<file path="config.mk">
export PLATFORM = sky130hd
export DESIGN_NAME = uart_byte_capture
export DESIGN_NICKNAME = d
export VERILOG_FILES = /design/src/rtl/uart_byte_capture.sv
export SDC_FILE = /design/constraint.sdc
export NUM_CORES = 1
export LEC_CHECK = 0
export ABC_AREA = 1
export CAP_MARGIN = 15
export CORE_MARGIN = 2
export CORE_UTILIZATION = 28
export CTS_CLUSTER_DIAMETER = 100
export DETAILED_ROUTE_END_ITERATION = 8
export SLEW_MARGIN = 25
export SYNTH_ARGS = -nofsm -noshare
export SYNTH_HDL_FRONTEND = slang
export SYNTH_SLANG_ARGS = --single-unit
</file>
<file path="constraint.sdc">
create_clock -name clk -period 4 [get_ports clk]
set_clock_uncertainty 0.15 [all_clocks]
set_input_delay 0.6 -clock clk [delete_from_list [all_inputs] [get_ports clk]]
set_output_delay 0.6 -clock clk [all_outputs]
set_load 0.03 [all_outputs]
</file>
<file path="src/rtl/uart_byte_capture.sv">
// 8N1 UART receiver feeding the two-digit display: synchronises rx, validates each
// frame and holds the last good byte on `value` with single-cycle status pulses.
module uart_byte_capture #(
    parameter int CLKS_PER_BIT = 87
) (
    input  logic       clk,
    input  logic       reset,
    input  logic       rx,
    output logic [7:0] value,
    output logic       byte_valid,
    output logic       frame_err
);

    localparam int N  = CLKS_PER_BIT;
    localparam int H  = (N - 1) / 2;
    localparam int CW = $clog2(N);

    localparam logic [CW-1:0] CNT_LAST = CW'(N - 1);
    // START is entered one edge after s2 falls; stopping at H-1 puts the start-bit
    // check H edges after entry, so every later sample sits mid-bit.
    localparam logic [CW-1:0] CNT_MID  = CW'(H - 1);

    typedef enum logic [2:0] {
        IDLE      = 3'd0,
        START     = 3'd1,
        DATA      = 3'd2,
        STOP      = 3'd3,
        WAIT_HIGH = 3'd4
    } state_t;

    logic          s1_q;
    logic          s2_q;
    state_t        state_q;
    logic [CW-1:0] cnt_q;
    logic [2:0]    idx_q;
    logic [7:0]    sr_q;
    logic [7:0]    value_q;
    logic          byte_valid_q;
    logic          frame_err_q;

    always_ff @(posedge clk) begin
        if (reset) begin
            s1_q <= 1'b1;
            s2_q <= 1'b1;
        end else begin
            s1_q <= rx;
            s2_q <= s1_q;
        end
    end

    always_ff @(posedge clk) begin
        if (reset) begin
            state_q      <= IDLE;
            cnt_q        <= '0;
            idx_q        <= '0;
            sr_q         <= '0;
            value_q      <= '0;
            byte_valid_q <= 1'b0;
            frame_err_q  <= 1'b0;
        end else begin
            byte_valid_q <= 1'b0;
            frame_err_q  <= 1'b0;
            case (state_q)
                IDLE: begin
                    if (!s2_q) begin
                        state_q <= START;
                        cnt_q   <= '0;
                    end
                end
                START: begin
                    if (cnt_q != CNT_MID) begin
                        cnt_q <= cnt_q + 1'b1;
                    end else if (!s2_q) begin
                        state_q <= DATA;
                        cnt_q   <= '0;
                        idx_q   <= '0;
                    end else begin
                        state_q <= IDLE;
                    end
                end
                DATA: begin
                    if (cnt_q != CNT_LAST) begin
                        cnt_q <= cnt_q + 1'b1;
                    end else begin
                        cnt_q <= '0;
                        sr_q  <= {s2_q, sr_q[7:1]};
                        if (idx_q == 3'd7) begin
                            state_q <= STOP;
                        end else begin
                            idx_q <= idx_q + 3'd1;
                        end
                    end
                end
                STOP: begin
                    if (cnt_q != CNT_LAST) begin
                        cnt_q <= cnt_q + 1'b1;
                    end else begin
                        cnt_q <= '0;
                        if (s2_q) begin
                            value_q      <= sr_q;
                            byte_valid_q <= 1'b1;
                            state_q      <= IDLE;
                        end else begin
                            frame_err_q <= 1'b1;
                            state_q     <= WAIT_HIGH;
                        end
                    end
                end
                WAIT_HIGH: begin
                    // A held-low (break) line must not be re-read as 0x00 frames.
                    if (s2_q) begin
                        state_q <= IDLE;
                    end
                end
                default: begin
                    state_q <= IDLE;
                end
            endcase
        end
    end

    assign value      = value_q;
    assign byte_valid = byte_valid_q;
    assign frame_err  = frame_err_q;

endmodule

</file>
==> results of run 1 <==
-- synth_stat cells, types with 4 or more instances --
library cell,count,area [µm²]
dfxtp_1,33,661
nand4_1,10,62.6
nor2_1,20,75.1
a21oi_1,22,110
a21oi_2,4,35.0
nand3_1,11,55.1
nand2_1,35,131
inv_1,28,105
o21ai_2,4,35.0
ha_1,4,50.1
nor3_1,4,20.0
o21ai_0,15,75.1
nand2_2,4,25.0
nand2_4,5,56.3
-- power by group --
| part | internal (µW) | switching (µW) |
|---|---|---|
| Clock | 203 | 129 |
| Combinational | 52.1 | 104 |
| Sequential | 345 | 23.4 |
| Total | 600 | 257 |
-- worst max-delay path: cells and delay by family --
family	cells	cell delay [ns]
buffers and inverters	3	1.28
AOI/OAI and AO/OA	2	0.29
and+or+nand+nor	1	0.04
-- layout make-up --
| class | count | area share [%] |
|---|---|---|
| flip-flops and latches | 33 | 33.4 |
| clock inverters | 2 | 1.90 |
| clock buffers | 6 | 4.18 |
| inverters | 31 | 6.14 |
| multi-input cells | 150 | 43.5 |
| well taps | 75 | 4.75 |
| repair buffers | 12 | 6.08 |
-- worst max-delay path by stage --
stage                                        to  cells past startpoint
after global placement    cnt_q[0]$_SDFFE_PP0P_                      6
after detailed placement  cnt_q[0]$_SDFFE_PP0P_                      6
after CTS                 cnt_q[0]$_SDFFE_PP0P_                      6
after global routing      cnt_q[0]$_SDFFE_PP0P_                      6
after floorplan           value[0]$_SDFFE_PP0P_                      9
final                     cnt_q[0]$_SDFFE_PP0P_                      6
-- kinds of logic after synthesis --
| family | share of synthesized area (%) |
|---|---|
| compound gates | 15.3 |
| fa+ha+maj | 2.93 |
| buf+inv | 10.8 |
| flops | 38.7 |
| simple gates | 32.3 |
-- routing by layer --
metal,vias to the layer above,GRT usage (%),part of all wire (%)
li1,740,-,-
met2,19,19.8,45
met1,634,14.0,49
met3,7,3.52,3.4
met4,0,6.00,2.4
met5,-,0,0
-- flip-flops by register name, summed over array words and instances (netlist names) --
name	cells
frame_err	1
idx_q	3
cnt_q	7
sr_q	8
value	8
s1_q	1
state_q	3
s2_q	1
byte_valid	1
-- per-stage QoR --
step | utilization, % | power [µW] | area [µm²] | hold slack [ns] | worst slack (ns)
final | 33.4 | 856 | 1980 | 0.255 | 1.85
after global routing | 33.4 | 908 | 1980 | 0.286 | 1.60
after CTS | 33.4 | 867 | 1980 | 0.270 | 1.81
after detailed placement | 31.4 | 533 | 1860 | 0.251 | 1.51
after global placement | 31.4 | 534 | 1860 | 0.245 | 1.57
after floorplan | - | 511 | 1710 | 0.239 | 2.49
==> flow_summary.json, run 1 <==
{
  "core-area_um2": 5920,
  "cts_tree": "yes",
  "p_per_area_nw_per_um2": 433,
  "fillers": 624,
  "antenna_found_initial": 0,
  "ys_ff_latch": 33,
  "drt-initial-drc-count": 68,
  "final_nets": 240,
  "crit_path_max_incr_delay_ns": 0.62,
  "ir_worst_vdd_uv": 210,
  "grt_max_degree": 23,
  "syn_avg_cell_area_um2": 7.72,
  "ys_types": 28,
  "cp_max_fo": 22,
  "fp.dieH_um": 82.0,
  "status": "finished clean",
  "multi_input_area_um2": 861,
  "crit_path_end_kind": "flip-flop",
  "layout_common_cells": "35 x nand2_1, 33 x dfxtp_1, 28 x inv_1",
  "min_path_cells": 1,
  "reg2reg_depth": 10,
  "place_inst": 301,
  "place.gp.congestion": 0.808,
  "vias": 1400,
  "clk_pin_slew_ns": 0.07,
  "cts_sinks": 33,
  "finalSetupViolCount": 0,
  "start_util_pct": 28.8,
  "cts_buffers": 5,
  "first_pass_iters": 5,
  "min_path_type": "flip-flop to flip-flop",
  "seqCellArea_um2": 661,
  "r2r_slack_ns": 2.19,
  "hold_viol_final": 0,
  "setup_tns_ns": 0,
  "min_period_over_period_pct": 53.7,
  "ios": 13,
  "grt_usage_pct": 12.0,
  "synthesis.area_um2": 1710,
  "startpoint": "reset",
  "overflow": 0,
  "die_w_um": 82.0,
  "grt_pass1_vias": 1407,
  "root_buffer": "clkbuf_8",
  "grt_pass1_wl_um": 6190,
  "worst-setup-path-type": "primary input to flip-flop",
  "finalNonFillerCells": 309,
  "path_cells": "clkdlybuf4s50_1 -> inv_1 -> o21ai_0 -> inv_1 -> nand2_1 -> a21oi_1",
  "dieArea_um2": 6730,
  "max_clock_freq_ghz": 0.466,
  "syn2layout_area_growth_pct": 15.9,
  "ys_seq_area_share_pct": 38.7,
  "critPathLaunchType": "primary input",
  "cp_slowest_cell": "clkdlybuf4s50_1",
  "rsz0062_at_grt": "false",
  "crit_top_cell": "inv_1",
  "htree_levels": 2,
  "wl_per_cell_um": 10.7,
  "r2r-start": "cnt_q[0]$_SDFFE_PP0P_",
  "synth_edf_count": 0,
  "vias_per_cell": 4.53,
  "relSlewSlack_pct": 57.3,
  "holdBufCountCts": 0,
  "portBuffers": 12,
  "p_leak_uw": 0.000837,
  "antenna_cells": 0,
  "cts_setup_buffers": 0,
  "synth_nets": 228,
  "clk_latency_ns": 0.29,
  "hp-start": "s1_q$_SDFF_PP1_",
  "antenna_left": 0,
  "drive_gt1_share_pct": 16.2,
  "tightestPinTransition_ns": 0.640,
  "maxCapViolCount": 0,
  "synthCells": 221,
  "min_to": "s2_q$_SDFF_PP1_",
  "drc": 0,
  "rr_endpoint": "state_q[2]$_SDFFE_PP0P_",
  "mostFrequentLayoutCell": "nand2_1",
  "ys.flop_type": "dfxtp_1",
  "ys_warn_count": 0,
  "wirelength_um": 3310,
  "rows": 28,
  "async_flop_share_pct": 0,
  "slew_viol_final": 0,
  "arrival_ns": 2.22,
  "period_needed_ns": 2.15,
  "clk_path_buf_depth": 2,
  "cts_resized": 0,
  "crit_required_ns": 4.08,
  "dp_hpwl_um": 2290
}
Note: power is estimated with default switching activity, not from simulation.
==> run 2: changes to the inputs <==
Clock period 4 ns to 1.85 ns, I/O delays scaled along.
==> run 2 against run 1 <==
  * Core utilization up 0.97 points
  * Flip-flop and latch count unchanged
  * Cell area up 2.9%
  * Final cell count rose by 1.9%
  * First-iteration DRC count fell by 62%
  * Register-to-register slack lost 2.0 ns
  * Hold slack improved by 0.038 ns
  * Critical path depth down 5
==> flow_summary.json, run 2 (synthesized netlist as in run 1, its figures left out) <==
{
  "status": "finished clean",
  "hold_viol_final": 0,
  "pwr-share-comb_pct": 21.3,
  "rows": 28,
  "cts_buffers": 5,
  "fp.dieH_um": 82.0,
  "root_buffer": "clkbuf_8",
  "grt_max_degree": 17,
  "arrival_ns": 1.32,
  "fillers": 626,
  "cts_sinks": 33,
  "ios": 13,
  "p_seq_share_pct": 41.9,
  "drt-initial-drc-count": 26,
  "rsz0062_at_grt": "false",
  "p_sw_uw": 567,
  "htree_levels": 2,
  "highest_layer": "met4",
  "critPathLaunchType": "flip-flop",
  "p_sw_share_pct": 30.6,
  "cts_tree": "yes",
  "crit_required_ns": 1.42,
  "setup_tns_ns": 0,
  "core-area_um2": 5920,
  "path_buf_inv": 1,
  "min_period_over_period_pct": 94.5,
  "slew_viol_final": 0,
  "wl_met1_um": 1640,
  "path_cells": "clkdlybuf4s50_1",
  "vias_per_cell": 4.43,
  "period_needed_ns": 1.75,
  "portBuffers": 12,
  "overflow": 0,
  "p_int_uw": 1290,
  "relSlewSlack_pct": 78.5,
  "vias": 1396,
  "finalPower_uw": 1850,
  "seqCellArea_um2": 661,
  "layout_common_cells": "35 x nand2_1, 33 x dfxtp_1, 28 x inv_1",
  "antenna_cells": 0,
  "finalSetupViolCount": 0,
  "wl_per_cell_um": 10.4,
  "worst-setup-path-type": "flip-flop to output pin",
  "first_pass_iters": 6,
  "final_nets": 246,
  "die_w_um": 82.0,
  "power.share.clock_pct": 36.9,
  "p_leak_uw": 0.000868,
  "grt_pass1_vias": 1318,
  "wl_met3_um": 111,
  "start_util_pct": 28.8,
  "antenna_left": 0,
  "max_clock_freq_ghz": 0.572,
  "place.gp.congestion": 0.841,
  "clk_path_buf_depth": 2,
  "crit_family": "buffers and inverters",
  "antenna_found_initial": 0,
  "grt_usage_pct": 11.5,
  "p_per_area_nw_per_um2": 911,
  "clk_pin_slew_ns": 0.07,
  "dieArea_um2": 6730,
  "multi_input_area_um2": 866,
  "min_path_type": "flip-flop to flip-flop",
  "dp_hpwl_um": 2340,
  "clk_latency_ns": 0.29,
  "ir_worst_vdd_uv": 446,
  "crit_path_max_incr_delay_ns": 0.69,
  "cp_max_fo": 2,
  "crit_path_end_kind": "output pin",
  "met2RoutedLength_um": 1480,
  "maxCapViolCount": 0,
  "wirelength_um": 3290,
  "cp_slowest_cell": "clkdlybuf4s50_1",
  "tightestPinTransition_ns": 0.320,
  "mostFrequentLayoutCell": "nand2_1",
  "syn2layout_area_growth_pct": 19.3,
  "drive_gt1_share_pct": 18.3,
  "drc": 0,
  "grt_pass1_wl_um": 5950
}
[run 2: metal layers]
layer  up-vias  GRT usage [%]
met1       613           14.4
li1        756              -
met4         0           4.50
met2        21           18.5
met5         -              0
met3         6           3.19
[run 2: metrics by stage]
stage / cells / cell area, µm² / hold WS (ns) / worst slack (ns) / util (%)
after floorplan: 221 / 1710 / 0.231 / 0.337 / -
after global placement: 307 / 1910 / 0.246 / 0.234 / 32.3
after detailed placement: 307 / 1910 / 0.246 / 0.198 / 32.3
after CTS: 315 / 2030 / 0.300 / 0.0830 / 34.3
after global routing: 315 / 2030 / 0.307 / 0.0163 / 34.4
final: 315 / 2030 / 0.293 / 0.101 / 34.4
[run 2: area by class of cell]
type	instances	area share, %
Clock buffer	5	3.38
Clock inverter	3	2.28
Inverter	31	5.97
Multi-Input combinational cell	150	42.6
Sequential cell	33	32.5
Tap cell	75	4.61
Timing Repair Buffer	18	8.73
[run 2: what timing repair did]
action / in CTS / in global routing
setup endpoints to repair: 0 / 2
hold buffers: 0 / 0
buffers inserted: 0 / 0
gates resized for setup: 0 / 1
[run 2: power groups by stage]
stage                     Clock, µW  Combinational, µW  Sequential (µW)
after floorplan                   0                322              783
after global placement            0                388              791
after detailed placement          0                386              792
after CTS                       704                388              776
after global routing            728                452              782
final                           684                394              776
[run 2: path summary, 6_finish.rpt]
kind              slack [ns]  cells past startpoint             startpoint              endpoint
setup reg to reg        0.21                      8  cnt_q[0]$_SDFFE_PP0P_  sr_q[3]$_SDFFE_PP0P_
hold / removal          0.29                      1        s1_q$_SDFF_PP1_       s2_q$_SDFF_PP1_
setup / recovery        0.10                      1  value[7]$_SDFFE_PP0P_              value[7]
hold reg to reg         0.29                      1        s1_q$_SDFF_PP1_       s2_q$_SDFF_PP1_
==> RTL change: new RTL, settings of run 2 <==
Add an input register stage for `rx`, without a reset; this delays it by one clock.
--- a/src/rtl/uart_byte_capture.sv
+++ b/src/rtl/uart_byte_capture.sv
@@ -28,6 +28,12 @@
         WAIT_HIGH = 3'd4
     } state_t;
 
+    logic rx_q;
+
+    always_ff @(posedge clk) begin
+        rx_q <= rx;
+    end
+
     logic          s1_q;
     logic          s2_q;
     state_t        state_q;
@@ -43,7 +49,7 @@
             s1_q <= 1'b1;
             s2_q <= 1'b1;
         end else begin
-            s1_q <= rx;
+            s1_q <= rx_q;
             s2_q <= s1_q;
         end
     end
Formal check against the unedited RTL: no difference found for any inputs over 10 cycles, from zero or initial values and one cycle with reset high; that may be too few to reach the edited logic, so the function may still have changed.
==> RTL change against run 2 <==
Sequential cell count up 1; worst setup slack worse by 0.0058 ns; final cell count down 0.32%; total power up 0.93%; sequential share of layout area up 1.0 points; synthesized area up 1.2%; critical path type unchanged; non-clock buffer count down 2; wire length down 0.73%; final area about the same; count of clock-buffer cells in the layout unchanged; critical path depth unchanged.
==> RTL change: results (changes against run 2) <==
| Metric | Value |
|---|---|
| Status | `finished clean` |
| Metal2 WL | `1491 um (+0.68%)` |
| Vias/cell | `4.449 (+0.39%)` |
| Layout cells sized above 1 | `17.57% (-0.76 points)` |
| Met3 routed WL | `74 um (-33%)` |
| Syn_nets | `229 (+0.44%)` |
| Clk slew on worst S/H paths | `around 0.08 ns` |
| Primary FF master, synth | `dfxtp_1` |
| P_leak | `0.8619 nW (-0.68%)` |
| Tot GR Track Use | `11.08% (-0.41 points)` |
| Max-slew headroom | `78.88% (+0.40 points)` |
| CP delay by family, top | `buffers and inverters` |
| HP Start | `s1_q` |
| Switching Share | `30.69% (+0.12 points)` |
| Final nets | `245 (-0.41%)` |
| Routability cong. | `0.8177 (-2.8%)` |
| Peak supply drop | `440.5 uV (-1.1%)` |
| Top cells by area, synth | `dfxtp_1, nand2_1, a21oi_1` |
| Hold Path Depth | `1 (unchanged)` |
| Routed metal-1 wire length | `1629 um (-0.73%)` |
| Worst reg2reg path startpoint | `cnt_q[0]` |
| Antenna violations before repair | `0 (unchanged)` |
| Synth Warn # | `0 (unchanged)` |
| Post-CTS Setup Inserts | `0 (unchanged)` |
| Drt first pass iters | `4 (-2)` |
| Hpwl dp | `2352 um (+0.35%)` |
| Syn Std Cell Area | `0.001725 mm2 (+1.2%)` |
| WL/cell | `10.40 um (-0.41%)` |
| Reg2reg end | `value[2]` |
| Worst hold path endpoint | `s2_q` |
| Root Buffer | `clkbuf_8` |
| Global-route wire length before repair | `5664 um (-4.9%)` |
| Vias in the first global route | `1283 (-2.7%)` |
| Min Hold Slack | `0.2607 ns (-0.03228 ns)` |
| Register area share after synthesis | `39.45% (+0.71 points)` |
| Flop-to-flop setup slack | `0.18 ns (-0.03 ns)` |
| Critical path arrival | `1.33 ns` |
| Hold Crit Class | `register to register` |
| Ant diodes | `0 (unchanged)` |
| Synth cell types | `28 (unchanged)` |
| Initial DRC count | `43 (+65%)` |
| Pin count of the biggest net entering global routing | `20 (+3)` |
| Critical-path top delay cell | `clkdlybuf4s50_1` |
| Top post-synthesis cells by count | `nand2_1, dfxtp_1, inv_1` |
-- RTL change: power groups by stage --
| stage | logic (mW) | clock network [mW] | registers (mW) |
|---|---|---|---|
| detailed placement | 0.381 | 0 | 0.814 |
| finish | 0.380 | 0.692 | 0.798 |
| floorplan | 0.322 | 0 | 0.806 |
| CTS | 0.382 | 0.719 | 0.797 |
| global route | 0.438 | 0.738 | 0.801 |
| global placement | 0.380 | 0 | 0.814 |
-- RTL change: how the worst max path moves through the flow --
stage,end,from
2_1_floorplan,value[0],cnt_q[0]
3_3_place_gp,value[3],cnt_q[0]
3_5_place_dp,value[2],cnt_q[0]
4_1_cts,value[7],value[7]
5_1_grt,value[7],value[7]
6_report,value[7],value[7]
-- RTL change: through the flow --
step	std cells	power, mW	cell area, um2	setup slack, ns
6_report	314	1.870	2033	0.09553
5_1_grt	314	1.977	2033	0.03558
4_1_cts	314	1.898	2033	0.06656
3_5_place_dp	306	1.195	1919	0.1959
3_3_place_gp	306	1.193	1919	0.2292
2_1_floorplan	222	1.128	1725	0.3375
-- RTL change: cell type report --
type                            instances  area, um2
Timing Repair Buffer                   16      162.7
Inverter                               31      121.4
Tap cell                               75      93.84
Sequential cell                        34      680.7
Fill cell                             637       3923
Clock buffer                            5      68.82
Clock inverter                          3      45.04
Multi-Input combinational cell        150      860.8
-- RTL change: logic make-up after synthesis --
group	Yosys count	share of synthesized area, %
AND/OR/NAND/NOR	100	31.91
buffers and inverters	38	10.66
AO/OA/AOI/OAI	46	15.08
flip-flops	34	39.45
adder cells (fa/ha/maj)	4	2.901
-- RTL change: per-layer routing --
layer | vias up | GRT usage [%]
met5 | - | 0
met4 | 0 | 5.574
met3 | 7 | 3.261
met2 | 15 | 17.82
met1 | 616 | 13.42
li1 | 759 | -
